<file path="src/rtl/segment_labeler.sv">
// segment_labeler: RGB -> luma -> class label with per-frame thresholds
// and a per-frame class histogram snapshot.
//
// Ports:
//   clock, n_rst        : clock, async active-low reset
//   in_y                : pixel {R,G,B}
//   in_hcnt, in_vcnt    : signed pixel coords, negative = blanking
//   cfg_we/idx/thr      : shadow threshold write (idx 0 ignored)
//   hist_sel            : histogram class select
//   out_y               : pixel label, 3 cycles after input
//   out_hcnt, out_vcnt  : coords aligned with out_y
//   hist_cnt            : snapshot count of class hist_sel
//   frame_done          : pulse when (0,0) reaches the output
module segment_labeler #(
  parameter int CH_W    = 8,
  parameter int H_W     = 10,
  parameter int V_W     = 9,
  parameter int LABEL_W = 2,
  parameter int CNT_W   = 20
) (
  input  logic                      clock,
  input  logic                      n_rst,
  input  logic [3*CH_W-1:0]         in_y,
  input  logic signed [H_W-1:0]     in_hcnt,
  input  logic signed [V_W-1:0]     in_vcnt,
  input  logic                      cfg_we,
  input  logic [LABEL_W-1:0]        cfg_idx,
  input  logic [CH_W-1:0]           cfg_thr,
  input  logic [LABEL_W-1:0]        hist_sel,
  output logic [LABEL_W-1:0]        out_y,
  output logic [H_W-1:0]            out_hcnt,
  output logic [V_W-1:0]            out_vcnt,
  output logic [CNT_W-1:0]          hist_cnt,
  output logic                      frame_done
);

  localparam int NUM_CLASS = 2**LABEL_W;
  localparam int SUM_W     = CH_W + 8;

  logic [CH_W-1:0]  thr_sh  [1:NUM_CLASS-1];
  logic [CH_W-1:0]  thr_act [1:NUM_CLASS-1];

  logic [SUM_W-1:0] sum;
  logic [CH_W-1:0]  luma;
  logic             in_sof;

  logic             s1_ok;
  logic [CH_W-1:0]  s1_luma;
  logic [H_W-1:0]   s1_h;
  logic [V_W-1:0]   s1_v;

  logic [LABEL_W-1:0] lbl;

  logic               s2_ok;
  logic [LABEL_W-1:0] s2_lbl;
  logic [H_W-1:0]     s2_h;
  logic [V_W-1:0]     s2_v;
  logic               s2_blank;
  logic               s2_sof;

  logic [CNT_W-1:0] live [NUM_CLASS];
  logic [CNT_W-1:0] snap [NUM_CLASS];
  logic             armed;

  // Weights sum to 256, so the shifted result always fits CH_W bits.
  always_comb begin
    sum = SUM_W'(77)  * SUM_W'(in_y[3*CH_W-1 -: CH_W])
        + SUM_W'(150) * SUM_W'(in_y[2*CH_W-1 -: CH_W])
        + SUM_W'(29)  * SUM_W'(in_y[CH_W-1:0]);
    luma = CH_W'(sum >> 8);
  end

  assign in_sof = (in_hcnt == '0) && (in_vcnt == '0);

  // Compare happens one edge after thr_act loads on (0,0), so the tail
  // of the previous frame still sees the old set.
  always_comb begin
    lbl = '0;
    for (int k = 1; k < NUM_CLASS; k++) begin
      if (s1_luma >= thr_act[k]) lbl = lbl + LABEL_W'(1);
    end
  end

  assign s2_blank = s2_h[H_W-1] | s2_v[V_W-1];
  assign s2_sof   = s2_ok && (s2_h == '0) && (s2_v == '0);

  always_ff @(posedge clock or negedge n_rst) begin
    if (!n_rst) begin
      for (int k = 1; k < NUM_CLASS; k++) begin
        thr_sh[k]  <= CH_W'((k * (2**CH_W)) / NUM_CLASS);
        thr_act[k] <= CH_W'((k * (2**CH_W)) / NUM_CLASS);
      end
      s1_ok      <= 1'b0;
      s1_luma    <= '0;
      s1_h       <= '0;
      s1_v       <= '0;
      s2_ok      <= 1'b0;
      s2_lbl     <= '0;
      s2_h       <= '0;
      s2_v       <= '0;
      out_y      <= '0;
      out_hcnt   <= '0;
      out_vcnt   <= '0;
      frame_done <= 1'b0;
    end else begin
      for (int k = 1; k < NUM_CLASS; k++) begin
        if (cfg_we && cfg_idx == LABEL_W'(k)) thr_sh[k] <= cfg_thr;
        if (in_sof) thr_act[k] <= thr_sh[k];
      end
      s1_ok      <= 1'b1;
      s1_luma    <= luma;
      s1_h       <= in_hcnt;
      s1_v       <= in_vcnt;
      s2_ok      <= s1_ok;
      s2_lbl     <= lbl;
      s2_h       <= s1_h;
      s2_v       <= s1_v;
      out_y      <= (s2_blank || !s2_ok) ? '0 : s2_lbl;
      out_hcnt   <= s2_h;
      out_vcnt   <= s2_v;
      frame_done <= s2_sof;
    end
  end

  // Counting starts at the first (0,0) after reset, so the first
  // snapshot is always empty.
  always_ff @(posedge clock or negedge n_rst) begin
    if (!n_rst) begin
      for (int k = 0; k < NUM_CLASS; k++) begin
        live[k] <= '0;
        snap[k] <= '0;
      end
      armed <= 1'b0;
    end else if (s2_sof) begin
      for (int k = 0; k < NUM_CLASS; k++) begin
        snap[k] <= live[k];
        live[k] <= (s2_lbl == LABEL_W'(k)) ? CNT_W'(1) : '0;
      end
      armed <= 1'b1;
    end else if (armed && s2_ok && !s2_blank) begin
      if (live[s2_lbl] != '1) live[s2_lbl] <= live[s2_lbl] + CNT_W'(1);
    end
  end

  assign hist_cnt = snap[hist_sel];

endmodule

</file>
<file path="config.mk">
export PLATFORM = sky130hd
export DESIGN_NAME = segment_labeler
export DESIGN_NICKNAME = d
export VERILOG_FILES = /design/src/rtl/segment_labeler.sv
export SDC_FILE = /design/constraint.sdc
export NUM_CORES = 1
export LEC_CHECK = 0
export CORE_MARGIN = 4
export CORE_UTILIZATION = 58
export DETAILED_ROUTE_END_ITERATION = 8
export HOLD_SLACK_MARGIN = 0.15
export PLACE_DENSITY_LB_ADDON = 0.08
export SLEW_MARGIN = 20
export SYNTH_ARGS = -nofsm -noshare
export SYNTH_HDL_FRONTEND = slang
export SYNTH_SLANG_ARGS = --single-unit
</file>
<file path="constraint.sdc">
create_clock -name clock -period 3.4 [get_ports clock]
set_input_delay 0.34 -clock clock [delete_from_list [all_inputs] [get_ports clock]]
set_output_delay 0.34 -clock clock [all_outputs]
set_load 0.01 [all_outputs]
</file>
==> impl_metrics.ini, run 1 <==
[outcome]
status = complete, but fails checks
violations = negative setup slack

[die]
core_area_sq_um = 25110
ios = 100
row_count = 58
die_h_microns = 167.4
dieArea_sq_um = 28020
initial_core_util = 0.5869
die_x_microns = 167.4

[worst_setup_path]
path_class = in -> reg
regToRegStartpoint = s2_lbl[0]
startpoint_type = primary input
rrSetupSlack_ps = 310
r2r_end = live[41]
cp_max_fo = 4
critPathRequiredTime_ps = 3870
crit_path_end_kind = flip-flop
ff2ff_path_depth = 8
worstPathArrival_ps = 5670

[synth]
netlist_area_sq_um = 14740
synth-edff-count = 0
synth-compound-area-share = 0.07786
synth-xor-area-share = 0.02140
synthCells = 1184
synth_top_family_by_area = adder cells
synth-async-reset-ratio = 1.000
yosysSeqAreaShare = 0.4778
synth_fa_ha_area_frac = 0.1690
syn_nets = 1408
synthFlopType = dfrtp_1
synth-simple-area-share = 0.06368
syn_area_per_cell_sq_um = 12.45
synth.distinct_cells = 49
yosysWarnings = 0
ys_seq_elements = 281
synthMuxAreaShare = 0.1491

[power]
seq_power_share = 0.262
swShare = 0.3294
p_int_uw = 9376
pwr-share-clk = 0.249
power_density_nw_per_um2 = 765.1
leakagePower_uw = 0.008625
power_switching_uw = 4606
combPwrFrac = 0.489
peakVddDrop_v = 0.0009722

[sta]
skew_ps = 11.33
holdWs_ps = 258.9
fin_tns_setup_ps = -13550
rsz0062_at_grt = yes
slew_headroom = 0.5762
finalCritPeriodShare = 1.530
worst_slew_pin_slew_ps = 631.0
period_needed_ps = 5201
max_freq_ghz = 0.1923
finalSetupViolCount = 8
finalHoldViolCount = 0
slew_violations = 0
timing.final.ws_setup_ps = -1801

[detailed_routing]
drt_iter0_markers = 627
ant_nets = 0
vias_per_cell = 5.531
finalWirelength_microns = 30420
wire_per_inst_microns = 17.63
drtPass1Iterations = 4
drc = 0
vias = 9546

[grt]
grt_pass1_wl_microns = 52320
grtUsageTotal = 0.2259
grt_pass1_vias = 10470
antenna_found_initial = 0
globalRouteOverflowTotal = 0
grt_max_degree = 87

[worst_hold_path]
min_path_type = in -> reg
min_path_cells = 1
hold_end = s1_v[0]
min_from = in_vcnt[0]

[finish]
final_common_cell = dfrtp_1
fin_cells = 1726
final_cell_mix = 273 x dfrtp_1, 108 x mux2_2, 107 x inv_1, 95 x ha_1
antennaDiodeCount = 0
fin_nets = 1597
drive_gt1_frac = 0.2643
fin_util = 0.7279
final_cell_area_sq_um = 18280
syn2layout_area_growth_pct = 24.02

[clock_tree]
cts-root-buf = clkbuf_16
cts_tree = built
clock_latency_ps = 550
cts_buffer_depth = 3
h-tree-depth = 1
clock_sinks = 281
clk_pin_slew_worst_paths_ps = 60
cts_buffers = 29

[placed_design]
place.gp.congestion = 0.8388
place_inst = 1664
placed_cell_area_sq_um = 16990
dp_hpwl_microns = 22010
port_buffers = 99

[run]
cap_violations = 0
critical path, cell delays in order:
cell and delay (ps):
buf_6 100, ha_4 260, ha_4 190, ha_4 260, inv_2 30, fa_1 500, inv_2 60, ha_4 230
nand2_2 90, o21ai_2 60, buf_4 130, nand2b_4 130, fa_1 480, inv_1 40, ha_1 260, inv_1 50
fa_1 490, fa_1 490, inv_1 50, ha_2 170, or3_4 340, a31oi_4 210, o31ai_4 110, a211o_1 340
a21oi_2 160, xnor2_1 120
layout make-up:
cell class / count / area [sq um]
timing repair buffer: 201 / 1864
clock buffer: 39 / 793.3
sequential: 281 / 7042
tap: 330 / 412.9
clock inverter: 15 / 274.0
inverter: 113 / 424.2
fill: 1744 / 6833
multi-input combinational: 747 / 7466
logic make-up (layout without fill, tap and decap cells):
logic type | Yosys count | count (layout)
flops | 281 | 281
buf+inv | 156 | 368
simple gates | 200 | 200
other cells | 1 | 1
compound gates | 188 | 188
xor+xnor | 36 | 36
fa+ha+maj | 166 | 166
mux | 156 | 156
worst max path at each step:
stage | startpoint | endpoint | slack [ps] | cells past startpoint
floorplan | in_y[11] | s1_luma[6] | -2000 | 24
global placement | in_y[11] | s1_luma[6] | -2660 | 25
detailed placement | in_y[11] | s1_luma[6] | -2720 | 25
CTS | in_y[11] | s1_luma[3] | -1850 | 27
global route | in_y[11] | s1_luma[6] | -1950 | 26
finish | in_y[11] | s1_luma[6] | -1800 | 26
synth_stat cells, types with 2 or more instances:
cell | number | area share
xnor2_1 | 23 | 0.014
o21ai_0 | 58 | 0.020
buf_2 | 5 | 0.0017
a211oi_2 | 4 | 0.0034
or3_1 | 2 | 0.00085
o21a_1 | 5 | 0.0025
fa_1 | 55 | 0.075
a32o_1 | 4 | 0.0027
and2_1 | 6 | 0.0025
dfstp_2 | 8 | 0.014
nor4_1 | 11 | 0.0047
nand3b_1 | 2 | 0.0010
and3_1 | 5 | 0.0021
or2_2 | 4 | 0.0017
a21o_1 | 12 | 0.0061
nor2b_1 | 2 | 0.00085
mux2_2 | 108 | 0.083
xor2_1 | 13 | 0.0077
nand4_1 | 6 | 0.0025
nor2_1 | 54 | 0.014
ha_1 | 111 | 0.094
a211oi_1 | 28 | 0.014
nand2_1 | 80 | 0.020
a21oi_1 | 62 | 0.021
clkbuf_1 | 36 | 0.0092
mux4_2 | 40 | 0.061
o31ai_1 | 2 | 0.0010
a211o_1 | 4 | 0.0024
mux2i_1 | 8 | 0.0054
dfrtp_1 | 273 | 0.46
nand3_1 | 8 | 0.0027
inv_1 | 113 | 0.029
o211ai_1 | 4 | 0.0020
nand2b_1 | 6 | 0.0025
nor3_1 | 8 | 0.0027
flip-flops by register name (all words and copies together), names as in the netlist, 2 cells and up:
| register | cells |
|---|---|
| thr_sh | 24 |
| snap | 80 |
| s1_v | 9 |
| out_y | 2 |
| s2_v | 9 |
| s1_h | 10 |
| s2_lbl | 2 |
| thr_act | 24 |
| s2_h | 10 |
| out_vcnt | 9 |
| live | 80 |
| s1_luma | 8 |
| out_hcnt | 10 |
per-layer routing:
metal / vias to the layer above / share of wire / GRT usage
li1: 4516 / - / -
met1: 4812 / 0.41 / 0.2982
met2: 171 / 0.53 / 0.4026
met3: 47 / 0.036 / 0.02526
met4: 0 / 0.024 / 0.05893
met5: - / 0 / 0
timing repair:
| action | CTS | global route |
|---|---|---|
| hold buffers | 1 | 0 |
| gates resized for setup | 50 | 4 |
| endpoints found under the setup margin | 8 | 8 |
| endpoints found under the hold margin | 64 | 0 |
| pin swaps | 36 | 24 |
| buffers inserted | 6 | 1 |
stage by stage:
stage | power (uW) | setup WS, ps
after floorplan | 7716 | -1999
after global placement | 9606 | -2660
after detailed placement | 9805 | -2719
after CTS | 13960 | -1846
after global routing | 15000 | -1951
final | 13980 | -1801
power by group through the flow:
| stage | clock network (uW) | logic [uW] | registers, uW |
|---|---|---|---|
| finish | 3490 | 6840 | 3660 |
| global route | 3700 | 7620 | 3680 |
| CTS | 3560 | 6740 | 3660 |
| detailed placement | 0 | 6080 | 3720 |
| global placement | 0 | 5890 | 3720 |
| floorplan | 0 | 4020 | 3690 |
No activity file was read; power rests on OpenSTA's default activity.
==> run 2: changes to the inputs <==
--- a/config.mk
+++ b/config.mk
@@ -5,9 +5,11 @@
 export SDC_FILE = /design/constraint.sdc
 export NUM_CORES = 1
 export LEC_CHECK = 0
+export CAP_MARGIN = 20
 export CORE_MARGIN = 4
 export CORE_UTILIZATION = 58
 export DETAILED_ROUTE_END_ITERATION = 8
+export GPL_TIMING_DRIVEN = 1
 export HOLD_SLACK_MARGIN = 0.15
 export PLACE_DENSITY_LB_ADDON = 0.08
 export SLEW_MARGIN = 20
==> results of run 2 <==
Same layout as run 1: the final DEF is identical, and so are final timing and power.
==> run 3: changes to the inputs <==
==> constraint.sdc (replaced) <==
create_clock -name clock -period 6.4 [get_ports clock]
set_input_delay 0.64 -clock clock [delete_from_list [all_inputs] [get_ports clock]]
set_output_delay 0.64 -clock clock [all_outputs]
set_load 0.01 [all_outputs]
==> impl_metrics.ini, run 3 (same netlist as run 1, synthesis figures left out) <==
[finish]
fin_cells = 1664
syn2layout_area_growth_pct = 18.41
antennaDiodeCount = 0
drive_gt1_frac = 0.1994
final_cell_mix = 272 x dfrtp_1, 113 x inv_1, 110 x ha_1, 108 x mux2_2, 97 x clkdlybuf4s50_1
fin_nets = 1534
fin_util = 0.6949
reg.largest.list = live x80, snap x80
final_common_cell = dfrtp_1
fillers = 1843

[clock_tree]
postCtsSetupBuffers = 0
cts_buffers = 30
h-tree-depth = 1
clock_sinks = 281
cts-root-buf = clkbuf_16
clock_latency_ps = 560
cts_tree = built
cts_buffer_depth = 3
clk_pin_slew_worst_paths_ps = 60

[detailed_routing]
drc = 0
drt_iter0_markers = 575
wl_met2_microns = 15530
vias = 9294
wl_met3_microns = 1013
m1WireLength_microns = 12500
ant_nets = 0
drtPass1Iterations = 4
top_layer = met4
finalWirelength_microns = 29610
wire_per_inst_microns = 17.79
vias_per_cell = 5.585

[sta]
fin_tns_setup_ps = 0
max_freq_ghz = 0.1624
worst_slew_pin_slew_ps = 970.9
slew_headroom = 0.3528
rsz0062_at_grt = no
period_needed_ps = 6158
skew_ps = 20.05
finalCritPeriodShare = 0.9621
finalHoldViolCount = 0
finalSetupViolCount = 0
timing.final.ws_setup_ps = 242.3
slew_violations = 0

[worst_setup_path]
cp_max_fo = 4
critical_path_depth = 24
r2r_end = live[7]
worstPathCellList = clkdlybuf4s50_1 -> ha_1 -> ha_1 -> inv_1 -> fa_1 -> fa_1 -> inv_1 -> ha_1 -> o21a_1 -> nor2_1 -> xnor2_1 -> ha_1 -> fa_1 -> inv_1 -> fa_1 -> fa_1 -> inv_1 -> ha_1 -> a21oi_1 -> o31ai_1 -> buf_4 -> a211o_1 -> a21oi_2 -> xnor2_1
worstPathArrival_ps = 6640
path_class = in -> reg
startpoint_type = primary input
rrSetupSlack_ps = 2480
crit_path_end_kind = flip-flop
cp-startpoint = in_y[14]
path_buf_inv = 6
ff2ff_path_depth = 8
critPathRequiredTime_ps = 6890
cp_slowest_cell = fa_1
cp_slowest_stage_delay_ps = 550
cp_top_family = adder cells
critPathCapture = s1_luma[6]
regToRegStartpoint = s2_lbl[1]

[power]
power_density_nw_per_um2 = 367.3
peakVddDrop_v = 0.0004110
leakagePower_uw = 0.008279
power_uw = 6408

[grt]
grt_pass1_vias = 9854
grtUsageTotal = 0.2147
grt_pass1_wl_microns = 49650
antenna_found_initial = 0
globalRouteOverflowTotal = 0
grt_max_degree = 151

[die]
die_x_microns = 167.4
core_area_sq_um = 25110
dieArea_sq_um = 28020
row_count = 58
die_h_microns = 167.4
initial_core_util = 0.5869
ios = 100

[placed_design]
port_buffers = 99
place.gp.congestion = 0.8367
place_inst = 1606
dp_hpwl_microns = 20680
dp_slack_ps = -425.6

[run]
cap_violations = 0

[worst_hold_path]
min_path_type = reg -> reg

[outcome]
status = completed
-- run 3: cell count changes in the layout (fill, tap and decap cells not counted), moves of 6 or more --
cell             change
clkdlybuf4s50_1      +7
ha_1                +15
buf_12               -7
inv_2                -6
a21oi_1              +7
buf_4               -55
ha_4                -13
inv_1                +6
-- run 3: worst min-delay path by stage --
stage | start | endpoint | slack, ps | cells after the start
after global placement | s1_v[4] | s2_v[4] | 330 | 0
after floorplan | s1_h[0] | s2_h[0] | 330 | 0
after global routing | s1_v[5] | s2_v[5] | 360 | 0
after detailed placement | s1_h[1] | s2_h[1] | 330 | 0
final | s1_v[7] | s2_v[7] | 340 | 0
after CTS | n_rst | out_hcnt[4] | 280 | 1
-- run 3: cell type report --
cell class,instances,area (sq um),area share
clock buffer,38,830.8,0.04761
timing repair buffer,137,1311,0.07515
inverter,113,424.2,0.02431
tap,330,412.9,0.02366
sequential,281,7043,0.4036
clock inverter,18,271.5,0.01556
multi-input combinational,747,7156,0.4101
-- run 3: worst register-to-register path: stages, from the launching register on --
cell	delay (ps)
dfrtp_1	910
buf_4	370
mux2_2	360
o21ai_0	510
nor4_4	220
a211oi_4	670
buf_4	420
nor2_1	90
a211oi_1	250
-- run 3: layer usage --
layer | global-route usage | vias to the layer above
met5 | 0 | -
met4 | 0.05152 | 0
met3 | 0.02432 | 44
met2 | 0.3787 | 152
met1 | 0.2889 | 4730
li1 | - | 4368
-- run 3: stage by stage --
step | hold slack [ps] | instance area, sq um
finish | 342.9 | 17450
global route | 355.2 | 17450
CTS | 278.5 | 17390
detailed placement | 334.7 | 16290
global placement | 331.4 | 16290
floorplan | 331.2 | 14740
-- run 3: where the power goes --
part,internal [uW],switching (uW)
Clock,1160,713
Combinational,1270,1320
Sequential,1900,54.7
-- run 3: repair_timing --
action | 4_1_cts | 5_1_grt
endpoints found under the hold margin | 0 | 65
hold buffers | 0 | 1
setup endpoints to repair | 0 | 2
gates resized for setup | 0 | 4
